[config.mk]
export PLATFORM = sky130hd
export DESIGN_NAME = uart_tx_core
export DESIGN_NICKNAME = d
export VERILOG_FILES = /design/src/rtl/uart_tx_pkg.sv /design/src/rtl/uart_tx_shifter.sv /design/src/rtl/uart_tx_core.sv
export SDC_FILE = /design/constraint.sdc
export NUM_CORES = 1
export LEC_CHECK = 0
export BUFFER_PORTS_ARGS = -buffer_cell sky130_fd_sc_hd__buf_4
export CORE_ASPECT_RATIO = 1.75
export CORE_UTILIZATION = 53
export CTS_BUF_LIST = sky130_fd_sc_hd__clkbuf_8
export CTS_CLUSTER_DIAMETER = 50
export DETAILED_ROUTE_END_ITERATION = 8
export GPL_TIMING_DRIVEN = 1
export HOLD_SLACK_MARGIN = 0.03
export PLACE_DENSITY_LB_ADDON = 0.2
export SLEW_MARGIN = 20
export SYNTH_ARGS = -nofsm -noshare
export SYNTH_HDL_FRONTEND = slang
export SYNTH_SLANG_ARGS = --single-unit
[constraint.sdc]
create_clock -name CLK -period 1.7 [get_ports CLK]
set_clock_uncertainty 0.05 [all_clocks]
set_input_delay 0.085 -clock CLK [delete_from_list [all_inputs] [get_ports CLK]]
set_output_delay 0.085 -clock CLK [all_outputs]
set_load 0.05 [all_outputs]
[src/rtl/uart_tx_pkg.sv]
// Shared types and constants for the UART transmit engine.
package uart_tx_pkg;

    // Frame sequencing states.
    typedef enum logic [2:0] {
        IDLE   = 3'd0,
        START  = 3'd1,
        DATA   = 3'd2,
        PARITY = 3'd3,
        STOP   = 3'd4
    } state_t;

    // Selects which source drives the registered serial line.
    typedef enum logic [1:0] {
        START_BIT = 2'd0,
        DATA_BIT  = 2'd1,
        PAR_BIT   = 2'd2,
        STOP_BIT  = 2'd3
    } tx_sel_t;

    // Parity type encodings as seen on PAR_TYP.
    localparam logic EVEN = 1'b0;
    localparam logic ODD  = 1'b1;

    // Parity bit from the XOR-reduced payload: odd parity inverts it.
    function automatic logic parity_bit(input logic data_xor, input logic par_typ);
        return (par_typ == ODD) ? ~data_xor : data_xor;
    endfunction

endpackage

[src/rtl/uart_tx_shifter.sv]
// Payload shift register with a count of bits already placed on the line.
module uart_tx_shifter #(
    parameter int DATA_WIDTH = 8,
    parameter int CNT_W      = 4
) (
    input  logic                  CLK,
    input  logic                  RST,
    input  logic                  load,
    input  logic                  shift,
    input  logic [DATA_WIDTH-1:0] data_in,
    output logic                  bit_out,
    output logic                  last_bit
);

    logic [DATA_WIDTH-1:0] shift_reg;
    logic [DATA_WIDTH-1:0] shift_next;
    logic [CNT_W-1:0]      cnt_reg;

    // Right shift by one with zero fill at the top.
    generate
        for (genvar gi = 0; gi < DATA_WIDTH - 1; gi++) begin : g_shift
            assign shift_next[gi] = shift_reg[gi+1];
        end
    endgenerate
    assign shift_next[DATA_WIDTH-1] = 1'b0;

    // Load resets the sent-bit count; each shift hands one more bit to the line.
    always_ff @(posedge CLK or posedge RST) begin
        if (RST) begin
            shift_reg <= '0;
            cnt_reg   <= '0;
        end else if (load) begin
            shift_reg <= data_in;
            cnt_reg   <= '0;
        end else if (shift) begin
            shift_reg <= shift_next;
            cnt_reg   <= cnt_reg + 1'b1;
        end
    end

    assign bit_out  = shift_reg[0];
    // All payload bits handed out: the one on the line now is the last.
    assign last_bit = (cnt_reg == CNT_W'(DATA_WIDTH));

endmodule

[src/rtl/uart_tx_core.sv]
// UART transmit engine: frame FSM, parity, shadow config and line register.
module uart_tx_core
    import uart_tx_pkg::*;
#(
    parameter int DATA_WIDTH = 8,
    parameter int CNT_W      = 4
) (
    input  logic                  CLK,
    input  logic                  RST,
    input  logic                  BAUD_TICK,
    input  logic [DATA_WIDTH-1:0] P_DATA,
    input  logic                  DATA_VALID,
    input  logic                  PAR_EN,
    input  logic                  PAR_TYP,
    input  logic                  STOP2,
    output logic                  TX_OUT,
    output logic                  BUSY,
    output logic                  DATA_ACK
);

    state_t  state_reg, state_next;
    logic    tx_reg, tx_next;
    logic    busy_reg, busy_next;
    logic    ack_reg, ack_next;
    logic    par_en_reg, par_en_next;
    logic    stop2_reg, stop2_next;
    logic    par_bit_reg, par_bit_next;
    logic    stop_cnt_reg, stop_cnt_next;
    logic    tx_upd;
    tx_sel_t tx_sel;
    logic    capture;
    logic    sh_load, sh_shift, sh_bit, sh_last;

    uart_tx_shifter #(
        .DATA_WIDTH(DATA_WIDTH),
        .CNT_W     (CNT_W)
    ) u_shifter (
        .CLK     (CLK),
        .RST     (RST),
        .load    (sh_load),
        .shift   (sh_shift),
        .data_in (P_DATA),
        .bit_out (sh_bit),
        .last_bit(sh_last)
    );

    // State, line and shadow configuration registers.
    always_ff @(posedge CLK or posedge RST) begin
        if (RST) begin
            state_reg    <= IDLE;
            tx_reg       <= 1'b1;
            busy_reg     <= 1'b0;
            ack_reg      <= 1'b0;
            par_en_reg   <= 1'b0;
            stop2_reg    <= 1'b0;
            par_bit_reg  <= 1'b0;
            stop_cnt_reg <= 1'b0;
        end else begin
            state_reg    <= state_next;
            tx_reg       <= tx_next;
            busy_reg     <= busy_next;
            ack_reg      <= ack_next;
            par_en_reg   <= par_en_next;
            stop2_reg    <= stop2_next;
            par_bit_reg  <= par_bit_next;
            stop_cnt_reg <= stop_cnt_next;
        end
    end

    // Next-state logic; nothing moves except on a baud tick (bad encodings recover at once).
    always_comb begin
        state_next    = state_reg;
        busy_next     = busy_reg;
        ack_next      = 1'b0;
        par_en_next   = par_en_reg;
        stop2_next    = stop2_reg;
        par_bit_next  = par_bit_reg;
        stop_cnt_next = stop_cnt_reg;
        tx_upd        = 1'b0;
        tx_sel        = STOP_BIT;
        sh_load       = 1'b0;
        sh_shift      = 1'b0;
        capture       = 1'b0;
        case (state_reg)
            IDLE: begin
                capture = BAUD_TICK & DATA_VALID;
            end
            START: begin
                if (BAUD_TICK) begin
                    state_next = DATA;
                    tx_upd     = 1'b1;
                    tx_sel     = DATA_BIT;
                    sh_shift   = 1'b1;
                end
            end
            DATA: begin
                if (BAUD_TICK) begin
                    tx_upd = 1'b1;
                    if (sh_last) begin
                        if (par_en_reg) begin
                            state_next = PARITY;
                            tx_sel     = PAR_BIT;
                        end else begin
                            state_next    = STOP;
                            tx_sel        = STOP_BIT;
                            stop_cnt_next = 1'b0;
                        end
                    end else begin
                        tx_sel   = DATA_BIT;
                        sh_shift = 1'b1;
                    end
                end
            end
            PARITY: begin
                if (BAUD_TICK) begin
                    state_next    = STOP;
                    tx_upd        = 1'b1;
                    tx_sel        = STOP_BIT;
                    stop_cnt_next = 1'b0;
                end
            end
            STOP: begin
                if (BAUD_TICK) begin
                    if (stop2_reg && !stop_cnt_reg) begin
                        stop_cnt_next = 1'b1;
                    end else if (DATA_VALID) begin
                        capture = 1'b1;
                    end else begin
                        state_next = IDLE;
                        busy_next  = 1'b0;
                        tx_upd     = 1'b1;
                        tx_sel     = STOP_BIT;
                    end
                end
            end
            default: begin
                state_next = IDLE;
                busy_next  = 1'b0;
                tx_upd     = 1'b1;
                tx_sel     = STOP_BIT;
            end
        endcase
        // Capture overrides: latch payload and config, start a fresh frame.
        if (capture) begin
            state_next   = START;
            busy_next    = 1'b1;
            ack_next     = 1'b1;
            tx_upd       = 1'b1;
            tx_sel       = START_BIT;
            sh_load      = 1'b1;
            par_en_next  = PAR_EN;
            stop2_next   = STOP2;
            par_bit_next = parity_bit(^P_DATA, PAR_TYP);
        end
    end

    // Line source mux; the line holds whenever no update is requested.
    always_comb begin
        tx_next = tx_reg;
        if (tx_upd) begin
            case (tx_sel)
                START_BIT: tx_next = 1'b0;
                DATA_BIT:  tx_next = sh_bit;
                PAR_BIT:   tx_next = par_bit_reg;
                default:   tx_next = 1'b1;
            endcase
        end
    end

    assign TX_OUT   = tx_reg;
    assign BUSY     = busy_reg;
    assign DATA_ACK = ack_reg;

endmodule

==> run metrics <==
switching power=0.8621 mW; Async SR Flop Fraction=100.0%; routed len/inst=16.33 um; global-route wire length before repair=4.754 mm; sequential share of the synthesized area=44.10%; post-route setup slack=-0.03387 ns; max-cap violations=0; Min-Delay Startpoint=P_DATA[0]; Max clock buf depth=2; vias in the first global route=1096; crit-path max cell delay=0.48 ns; leakage=0.8281 nW; synth cell count leaders=21 x dfrtp_1, 11 x nand2_1, 8 x a221o_1; worst ir drop on vdd=0.0009149 V; Area Growth Syn to Fin=37.80%; max reg flops=8; status=finished with violations; clock latency on the worst-skew pair=0.27 ns; Bufs and invs on worst path=1; total DRC errors in the routed layout=0; PwrDens=1407 mW/mm^2; Max Slew Vio Count=0; RSZ-0062 raised after global routing=yes; initial antenna violation count=0; largest net degree at the start of global routing=23; # rows=22; RePlAce Congestion=0.7639; Hold Crit Endpoint=u_shifter.shift_reg[0]$_DFFE_PP0P_; startpoint class of the critical path=flop; CTS sink cnt=22; die area=0.002567 mm^2; Initial Util=57.54%; Worst R2R Start=u_shifter.cnt_reg[1]$_DFFE_PP0P_; hpwl dp=2.135 mm; met1 GRT Util=28.95%; die height=66.28 um; Die X-Extent=38.73 um; met3 usage=3.367%; Routed WL=3.087 mm; Gate power share=48.2%; Switching Fraction=35.54%; critical path class=flop to flop; worst hold stages=3; share of post-route cells with drive strength above 1=45.45%; Max-slew headroom=77.49%; top_reg_cell synth=dfrtp_1; worst-case reg-to-reg path depth=6; placed standard-cell area=0.001516 mm^2; total CTS buffers=3; worst slew pin tran=0.3341 ns; Worst Setup End Kind=flop; number of synthesized register bits=22; DR pass1 iterations=4; Tmin final=1.734 ns; post-route cell area=0.001724 mm^2; critical path arrival=1.89 ns; Top delay family on crit path=simple AND/OR/NAND/NOR gates; Mapped Area=0.001251 mm^2; clock power share=15.9%; via count=1103; htree depth=1; pre-CTS setup slack=-0.01259 ns; post-synth top area cell=dfrtp_1; Hold/Removal Path Class=input port to flop; M2 GR Usage=48.33%; Final period util=102.0%; CTS root buffer=clkbuf_8; Mapped Cells=117; syn avg cell area=10.69 um^2; crit-path cells=inv_2 -> ha_4 -> and3b_2 -> o21ba_4 -> or4_4 -> a21oi_2; top cells by area, synth=dfrtp_1 42%, a221o_1 6.4%, xnor2_1 3.5%; top cell type's share of synthesized area=42.00%; Worst R2R End=u_shifter.cnt_reg[3]$_DFFE_PP0P_; Fill cells=149; r2r setup slk=-0.03 ns; sequential share of power=36.0%; Yosys cell types=49; worst-path cell with the longest stage delay=or4_4; Core ar.=0.002175 mm^2; GRT Resource Usage Total=26.71%; TritonCTS clock tree=done; vias per inst=5.836; Starting DRT DRC Count=28; syn nets=134; critical path fanouts, max=4; Layout Nets=183; count of input and output buffers=17; grt total ovfl=0; busiest grt layer=met2; Post-synth EDFFs=0; Pint=1.564 mW; n_diodes=0; failing checks=setup timing; IO Count=18; top-count cell post-synth=dfrtp_1; post-route ant nets=0; Max Clk Rate=576.7 MHz; required time of the critical path=1.85 ns; YS warnings=0; final hold vios=0; final setup violation count=1; Clk pin slew, worst setup/hold paths=0.08 ns
-- cell usage in the layout (no fill, tap or decap), drive strengths merged, types with 2 or more instances in the layout --
master	netlist	routed
a21oi	5	5
nand2	11	11
nor2b	2	2
buf	1	42
nor2	4	4
dlygate4sd3	0	5
nand3	4	4
o21bai	2	2
o21ai	6	6
ha	2	2
or2	2	2
clkbuf	2	4
and2	7	7
a221o	8	8
or3	2	2
o31ai	2	2
and3b	2	2
inv	5	5
xnor2	5	5
nand2b	3	3
dfrtp	21	21
-- worst min-delay path: stages --
cell,delay (ns)
buf_4,0.09
and2_1,0.11
a221o_1,0.09
-- metal layers --
metal | vias to the layer above | routed length (um)
li1 | 523 | -
met1 | 540 | 1202
met2 | 34 | 1712
met3 | 6 | 102
met4 | 0 | 70
met5 | - | 0
-- power groups by stage --
stage | combinational, mW | clock (mW) | sequential, mW
after detailed placement | 1.00 | 0 | 0.869
after global routing | 1.27 | 0.406 | 0.893
after global placement | 0.969 | 0 | 0.864
final | 1.17 | 0.385 | 0.873
after CTS | 1.06 | 0.382 | 0.866
after floorplan | 0.587 | 0 | 0.924
-- how the worst max path moves through the flow --
stage	startpoint	endpoint	slack [ns]	depth (start not counted)
6_report	u_shifter.cnt_reg[1]$_DFFE_PP0P_	u_shifter.cnt_reg[3]$_DFFE_PP0P_	-0.03	6
5_1_grt	u_shifter.cnt_reg[0]$_DFFE_PP0P_	u_shifter.cnt_reg[3]$_DFFE_PP0P_	-0.08	6
4_1_cts	u_shifter.cnt_reg[0]$_DFFE_PP0P_	u_shifter.cnt_reg[3]$_DFFE_PP0P_	-0.02	6
3_5_place_dp	u_shifter.cnt_reg[1]$_DFFE_PP0P_	u_shifter.shift_reg[6]$_DFFE_PP0P_	-0.01	7
3_3_place_gp	u_shifter.cnt_reg[0]$_DFFE_PP0P_	u_shifter.cnt_reg[3]$_DFFE_PP0P_	0.03	6
2_1_floorplan	state_reg[1]$_DFFE_PP0P_	par_bit_reg$_DFFE_PP0P_	-0.002	5
-- per-stage QoR --
step | util (%) | setup TNS, ns | power [mW] | hold WS, ns | cells
after detailed placement | 69.74 | -0.05203 | 1.870 | 0.1000 | 172
after global routing | 79.29 | -0.1993 | 2.565 | 0.09709 | 189
final | 79.29 | -0.03387 | 2.426 | 0.09401 | 189
after global placement | 69.74 | 0 | 1.834 | 0.08715 | 172
after CTS | 75.83 | -0.02097 | 2.312 | 0.09608 | 184
after floorplan | - | -0.001751 | 1.511 | 0.02348 | 117
-- what timing repair did --
item | in CTS | in global routing
endpoints found under the hold margin | 25 | 0
hold buffers | 5 | 0
pin swaps | 1 | 5
endpoints found under the setup margin | 8 | 11
setup buffers | 3 | 5
gates resized for setup | 4 | 8
-- cell families after synthesis --
| group | share of synthesized area, % |
|---|---|
| DFF | 44.10 |
| and+or+nand+nor | 21.70 |
| buffers and inverters | 4.799 |
| muxes | 1.700 |
| AOI/OAI and AO/OA | 19.70 |
| xor gates and xnor gates | 6.000 |
| adders and majority gates | 2.000 |
-- layout make-up --
cell class / instances / area [um^2] / share of cell area [%]
Sequential cell: 22 / 551.8 / 32.00
Multi-Input combinational cell: 86 / 683.2 / 39.62
Timing Repair Buffer: 47 / 376.6 / 21.84
Inverter: 6 / 27.53 / 1.597
Clock buffer: 4 / 55.05 / 3.193
Tap cell: 24 / 30.03 / 1.742
(Power assumes the default switching activity.)
